`src/rtl/y86_pkg.sv`:
```
// y86_pkg: definitions shared by the Y86-64 SEQ sequencer, the fetch and
// PC-update logic, and the testbenches.
//   stat_e       processor status encodings (AOK/HLT/ADR/INS)
//   ICODE_*      instruction codes the sequencer reacts to
//   seq_state_e  sequencer stage enum
package y86_pkg;

  typedef enum logic [2:0] {
    STAT_AOK = 3'd1,
    STAT_HLT = 3'd2,
    STAT_ADR = 3'd3,
    STAT_INS = 3'd4
  } stat_e;

  localparam logic [3:0] ICODE_HALT = 4'h0;
  localparam logic [3:0] ICODE_OPQ  = 4'h6;

  typedef enum logic [2:0] {
    S_IDLE,
    S_FETCH,
    S_DECODE,
    S_EXECUTE,
    S_MEMORY,
    S_WRITEBACK,
    S_PCUPD,
    S_HALT
  } seq_state_e;

endpackage : y86_pkg

```
`src/rtl/y86_sat_counter.sv`:
```
// y86_sat_counter: W-bit up-counter that sticks at all-ones instead of
// wrapping.
//   clk    clock
//   rst_n  asynchronous active-low reset, clears the count
//   inc    count one when high
//   cnt    current count
module y86_sat_counter #(
  parameter int W = 32
) (
  input  logic         clk,
  input  logic         rst_n,
  input  logic         inc,
  output logic [W-1:0] cnt
);

  logic [W-1:0] cnt_q;

  // NOTE: clocked state is always written with non-blocking assignments so
  // every flop samples its inputs as they were before the edge.
  always_ff @(posedge clk or negedge rst_n) begin
    if (!rst_n) begin
      cnt_q <= '0;
    end else if (inc && (cnt_q != '1)) begin
      cnt_q <= cnt_q + W'(1);
    end
  end

  assign cnt = cnt_q;

endmodule : y86_sat_counter

```
`src/rtl/y86_seq_sequencer.sv`:
```
// y86_seq_sequencer: multi-cycle stage controller for the Y86-64 SEQ
// datapath. Walks FETCH, DECODE, EXECUTE, MEMORY (1+MEM_WAIT cycles),
// WRITEBACK and PCUPD one stage per clock, owns the architectural PC and
// status register, and keeps saturating cycle / retired-instruction counts.
//
// Parameters: PC_W, CNT_W, MEM_WAIT (0..15), RESET_PC.
// Ports:
//   clk, rst_n                    clock, async active-low reset
//   run                           level, permits starting instructions
//   step (SEQ_STEP_EN only)       single-instruction launch from IDLE
//   icode, imem_err, instr_err    fetch results, sampled at the end of FETCH
//   dmem_err                      sampled on the last MEMORY cycle
//   pc_in                         next PC, loaded at the end of PCUPD
//   fetch_en..pc_en               one-hot stage enables (zero in IDLE/HALT)
//   cc_en                         condition-code enable (EXECUTE of OPq)
//   pc, stat, halted              architectural state
//   cycle_cnt, instr_cnt          saturating counters
//
// Build option: define SEQ_STEP_EN to add the step input.
module y86_seq_sequencer
  import y86_pkg::*;
#(
  parameter int              PC_W     = 64,
  parameter int              CNT_W    = 32,
  parameter int              MEM_WAIT = 0,
  parameter logic [PC_W-1:0] RESET_PC = '0
) (
  input  logic             clk,
  input  logic             rst_n,
  input  logic             run,
`ifdef SEQ_STEP_EN
  input  logic             step,
`endif
  input  logic [3:0]       icode,
  input  logic             imem_err,
  input  logic             instr_err,
  input  logic             dmem_err,
  input  logic [PC_W-1:0]  pc_in,
  output logic             fetch_en,
  output logic             decode_en,
  output logic             exec_en,
  output logic             mem_en,
  output logic             wb_en,
  output logic             pc_en,
  output logic             cc_en,
  output logic [PC_W-1:0]  pc,
  output logic [2:0]       stat,
  output logic             halted,
  output logic [CNT_W-1:0] cycle_cnt,
  output logic [CNT_W-1:0] instr_cnt
);

  localparam logic [3:0] MEM_WAIT_L = 4'(MEM_WAIT);

  seq_state_e      state_q, state_d;
  logic [PC_W-1:0] pc_q, pc_d;
  stat_e           stat_q, stat_d;
  logic [3:0]      wait_q, wait_d;
  logic            single_q, single_d;  // current instruction launched by step
  logic            retire;
  logic            start_step;

`ifdef SEQ_STEP_EN
  // run has priority: a step launch only counts when run is low.
  assign start_step = step & ~run;
`else
  assign start_step = 1'b0;
`endif

  // NOTE: every variable written here gets a default first, so no path
  // leaves one unassigned and no latch is inferred.
  always_comb begin
    state_d  = state_q;
    pc_d     = pc_q;
    stat_d   = stat_q;
    wait_d   = wait_q;
    single_d = single_q;
    retire   = 1'b0;

    unique case (state_q)
      S_IDLE: begin
        if (run || start_step) begin
          state_d  = S_FETCH;
          single_d = start_step;
        end
      end
      S_FETCH: begin
        if (imem_err) begin
          stat_d  = STAT_ADR;
          state_d = S_HALT;
        end else if (instr_err) begin
          stat_d  = STAT_INS;
          state_d = S_HALT;
        end else if (icode == ICODE_HALT) begin
          stat_d  = STAT_HLT;
          retire  = 1'b1;          // halt counts as a retired instruction
          state_d = S_HALT;
        end else begin
          state_d = S_DECODE;
        end
      end
      S_DECODE: state_d = S_EXECUTE;
      S_EXECUTE: begin
        state_d = S_MEMORY;
        wait_d  = MEM_WAIT_L;      // reload on every entry to MEMORY
      end
      S_MEMORY: begin
        if (wait_q != 4'd0) begin
          wait_d = wait_q - 4'd1;
        end else if (dmem_err) begin
          stat_d  = STAT_ADR;
          state_d = S_HALT;
        end else begin
          state_d = S_WRITEBACK;
        end
      end
      S_WRITEBACK: state_d = S_PCUPD;
      S_PCUPD: begin
        pc_d     = pc_in;
        retire   = 1'b1;
        single_d = 1'b0;
        state_d  = (run && !single_q) ? S_FETCH : S_IDLE;
      end
      S_HALT: ;                    // left only through reset
      default: state_d = S_IDLE;
    endcase
  end

  always_ff @(posedge clk or negedge rst_n) begin
    if (!rst_n) begin
      state_q  <= S_IDLE;
      pc_q     <= RESET_PC;
      stat_q   <= STAT_AOK;
      wait_q   <= 4'd0;
      single_q <= 1'b0;
    end else begin
      state_q  <= state_d;
      pc_q     <= pc_d;
      stat_q   <= stat_d;
      wait_q   <= wait_d;
      single_q <= single_d;
    end
  end

  // Moore enables: decoded from the state register only, so reset drops
  // them as soon as it asserts.
  assign fetch_en  = (state_q == S_FETCH);
  assign decode_en = (state_q == S_DECODE);
  assign exec_en   = (state_q == S_EXECUTE);
  assign mem_en    = (state_q == S_MEMORY);
  assign wb_en     = (state_q == S_WRITEBACK);
  assign pc_en     = (state_q == S_PCUPD);
  assign cc_en     = exec_en && (icode == ICODE_OPQ);
  assign halted    = (state_q == S_HALT);
  assign pc        = pc_q;
  assign stat      = stat_q;

  y86_sat_counter #(.W(CNT_W)) u_cycle_cnt (
    .clk   (clk),
    .rst_n (rst_n),
    .inc   ((state_q != S_IDLE) && (state_q != S_HALT)),
    .cnt   (cycle_cnt)
  );

  y86_sat_counter #(.W(CNT_W)) u_instr_cnt (
    .clk   (clk),
    .rst_n (rst_n),
    .inc   (retire),
    .cnt   (instr_cnt)
  );

endmodule : y86_seq_sequencer

```
`config.mk`:
```
export PLATFORM = sky130hd
export DESIGN_NAME = y86_seq_sequencer
export DESIGN_NICKNAME = d
export VERILOG_FILES = /design/src/rtl/y86_pkg.sv /design/src/rtl/y86_sat_counter.sv /design/src/rtl/y86_seq_sequencer.sv
export SDC_FILE = /design/constraint.sdc
export NUM_CORES = 1
export LEC_CHECK = 0
export CORE_AREA = 10 10 129 131
export DETAILED_ROUTE_END_ITERATION = 10
export DIE_AREA = 0 0 139 141
export PLACE_DENSITY = 0.78
export SETUP_SLACK_MARGIN = 0.5
export SYNTH_ARGS = -nofsm -noshare
export SYNTH_HDL_FRONTEND = slang
export SYNTH_HIERARCHICAL = 1
export SYNTH_SLANG_ARGS = --single-unit
```
`constraint.sdc`:
```
create_clock -name clk -period 6.2 [get_ports clk]
set_clock_uncertainty 0.1 [all_clocks]
set_input_delay 1.55 -clock clk [delete_from_list [all_inputs] [get_ports clk]]
set_output_delay 1.55 -clock clk [all_outputs]
set_load 0.02 [all_outputs]
```
==> key figures <==
Run status
  – Status: finished clean

Timing
  – Setup violators final: 0
  – Setup TNS: 0 ns
  – RSZ-0062 raised after global routing: no
  – Worst Slack Setup Final: 1.42 ns
  – Minimum clock period: 4.78 ns
  – Final Hold Viols: 0
  – Final Cycle Share: 77.2%
  – Fmax: 209 MHz
  – Final slew viol count: 0
  – Max-slew headroom: 44.1%
  – Actual slew at the worst max-slew pin: 0.839 ns

Cells and area
  – Nets: 805
  – Diode count: 0
  – End-of-flow core utilization: 64.3%
  – P&R area growth vs syn: 46.7%
  – Final instance count without filler cells: 924
  – Fraction of layout cells with a size suffix above 1: 17.6%
  – Fill cells: 1072

Global routing
  – Vias in the first global route: 4986
  – Antenna violations before repair: 0
  – Gr usage total: 17.4%
  – Largest net degree at the start of global routing: 76
  – Congestion Overflow GR: 0
  – First-pass GRT wire length: 28000 um

Power
  – VDD IR max: 143 uV
  – Pwr/cell area: 232 nW/um2
  – Leak pwr: 3.80 nW

Place
  – Post-Place Worst Slack: 1.36 ns
  – GPL Wtd Cong: 0.845
  – DP Cell Count: 892
  – Port bufs: 212
  – Hpwl dp: 13000 um

Setup path
  – Crit path depth: 4
  – Crit path buf inv count: 2
  – Worst EP arrival: 3.13 ns
  – Worst Path Class, Setup: in2out
  – Critical path's slowest cell: clkdlybuf4s50_1
  – Crit-path leading delay family: buffers and inverters
  – Crit path max fanout: 2
  – Worst setup SP type: input port
  – CP dominant cell by count: clkdlybuf4s50_1
  – CP required: 4.55 ns
  – R2r worst-path depth: 8
  – Peak per-stage delay on the critical path: 0.69 ns
  – Setup crit end kind: output port
  – Crit-path cells: clkdlybuf4s50_1 > nand2_1 > nor4_1 > clkdlybuf4s50_1

Clock network
  – Clock Sinks: 138
  – Total CTS buffers: 17
  – Clk_lat worst skew: 0.41 ns
  – Resize count post-CTS: 0
  – Post-CTS Setup Inserts: 0
  – Hold_buf cts: 0
  – CTS tree: done
  – Longest Clk Path Bufs: 2
  – CTS H-Tree Depth: 4
  – Clock transition at the registers of the reported paths: 0.06 ns
  – Root Buffer: clkbuf_16

Yosys
  – Synth Cell Area: 6230 um2
  – Post-synth ARST share: 100%
  – Synth Register Bits: 138
  – Net Count, Synth: 583
  – Post-synth EDFFs: 0
  – Most used flip-flop cell after synthesis: dfrtp_1
  – Sequential element share of the synthesized area: 55.5%
  – Syn_area_per_cell: 12.3 um2
  – YS warnings: 6
  – Post-Syn Instances: 505
  – Netlist cell types: 45

Detailed routing
  – # DRC: 0
  – WL per Instance: 19.0 um
  – Via density: 5.25
  – Total number of vias: 4852
  – Post-Route WL: 17500 um
  – Initial DRC count: 205
  – DRT Pass-1 Iters: 4
  – Post-route ant nets: 0

Floorplanning
  – Core area: 14200 um2
  – I/O pins: 213
  – Die area: 19600 um2
  – Chip height: 141 um
  – Die Wd: 139 um
  – Row cnt: 44
  – Starting density of the core: 43.9%

Flow run
  – Max Cap Viol: 0

Min path
  – Hold Path Class: reg2reg
  – Min-Delay Path Depth: 2
-- power breakdown --
part	internal, mW	switching [mW]	total [mW]
combinational	0.0912	0.0689	0.160
clock	0.646	0.381	1.03
sequential	0.922	0.0108	0.933
total	1.66	0.461	2.12
-- flip-flops by register name, summed over array words and instances (netlist names) --
signal	flops
pc	64
u_cycle_cnt/cnt	32
u_instr_cnt/cnt	32
wait_q	4
stat	3
state_q	3
-- logic make-up after synthesis --
family                   synth area share [%]
buffers and inverters                    2.01
flip-flops                               55.5
AO/OA/AOI/OAI                            2.99
AND/OR/NAND/NOR                          17.4
adder cells (fa/ha/maj)                 0.804
XOR/XNOR                                 8.44
multiplexers                             12.9
-- synth_stat cells (3+ instances only) --
master	instances	area share (%)
xnor2_1	48	6.7
or4_4	5	0.90
o21ai_0	5	0.40
buf_2	4	0.32
mux2_2	66	12
nand2_1	35	2.1
nor3_1	10	0.80
nor2_1	24	1.4
a21oi_1	7	0.56
dfrtp_1	137	55
xor2_1	12	1.7
inv_1	12	0.72
a31oi_1	3	0.30
nand3_1	37	3.0
and3_1	4	0.40
o211ai_1	4	0.48
buf_4	4	0.48
ha_1	4	0.80
and4_1	8	1.1
nor4_1	7	0.70
nor3_2	4	0.64
nand4_1	30	3.0
-- tightest hold or removal path, stage by stage, from the launching register on --
cell and delay, ns:
dfstp_2 0.37, inv_1 0.04, mux2i_1 0.06
-- cell type report --
cell class                 count  area, um2  share of cell area, %
clock buffer                  19        443                   4.85
clock inverter                13        168                   1.83
inverter                      12       45.0                  0.493
multi-input combinational    343       2650                   29.0
sequential                   138       3450                   37.8
tap                          184        230                   2.52
timing repair buffer         215       2150                   23.5
-- final timing paths --
path / end / start / slack (ns)
max reg2reg: u_instr_cnt/cnt[29] / state_q[0] / 3.21
min: stat[0] / stat[0] / 0.38
max in group asynchronous: u_cycle_cnt/cnt[20] / rst_n / 3.62
max: cc_en / icode[1] / 1.42
min in group asynchronous: pc[19] / rst_n / 1.04
min reg2reg: stat[0] / stat[0] / 0.38
-- per-stage QoR --
step                cell area [um2]  hold WS (ns)  total power [mW]
floorplan                      6230         0.380             0.995
global placement               8530         0.359              1.11
detailed placement             8530         0.376              1.11
CTS                            9140         0.386              2.15
global route                   9140         0.402              2.20
finish                         9140         0.380              2.12
-- cells in the final DEF (no fill, tap or decap), drive strengths merged, types with 4 or more instances in the layout --
cell type	instances
nor2	24
and3	4
nor3	14
nand2	38
nand4	32
mux2	69
o211ai	4
nand3	39
buf	4
and4	8
inv	14
clkdlybuf4s50	211
a21oi	8
clkinvlp	5
o21ai	6
ha	4
xor2	12
nor4	11
or4	5
xnor2	48
dfrtp	137
clkbuf	19
-- per-layer routing --
| metal | wire length, um | GRT usage (%) | share of wire [%] | up-vias |
|---|---|---|---|---|
| li1 | - | - | - | 2261 |
| met1 | 7350 | 21.2 | 42 | 2396 |
| met2 | 8760 | 29.1 | 50 | 171 |
| met3 | 1160 | 5.21 | 6.6 | 24 |
| met4 | 269 | 5.60 | 1.5 | 0 |
| met5 | 0 | 0 | 0 | - |
(Power assumes the default switching activity.)
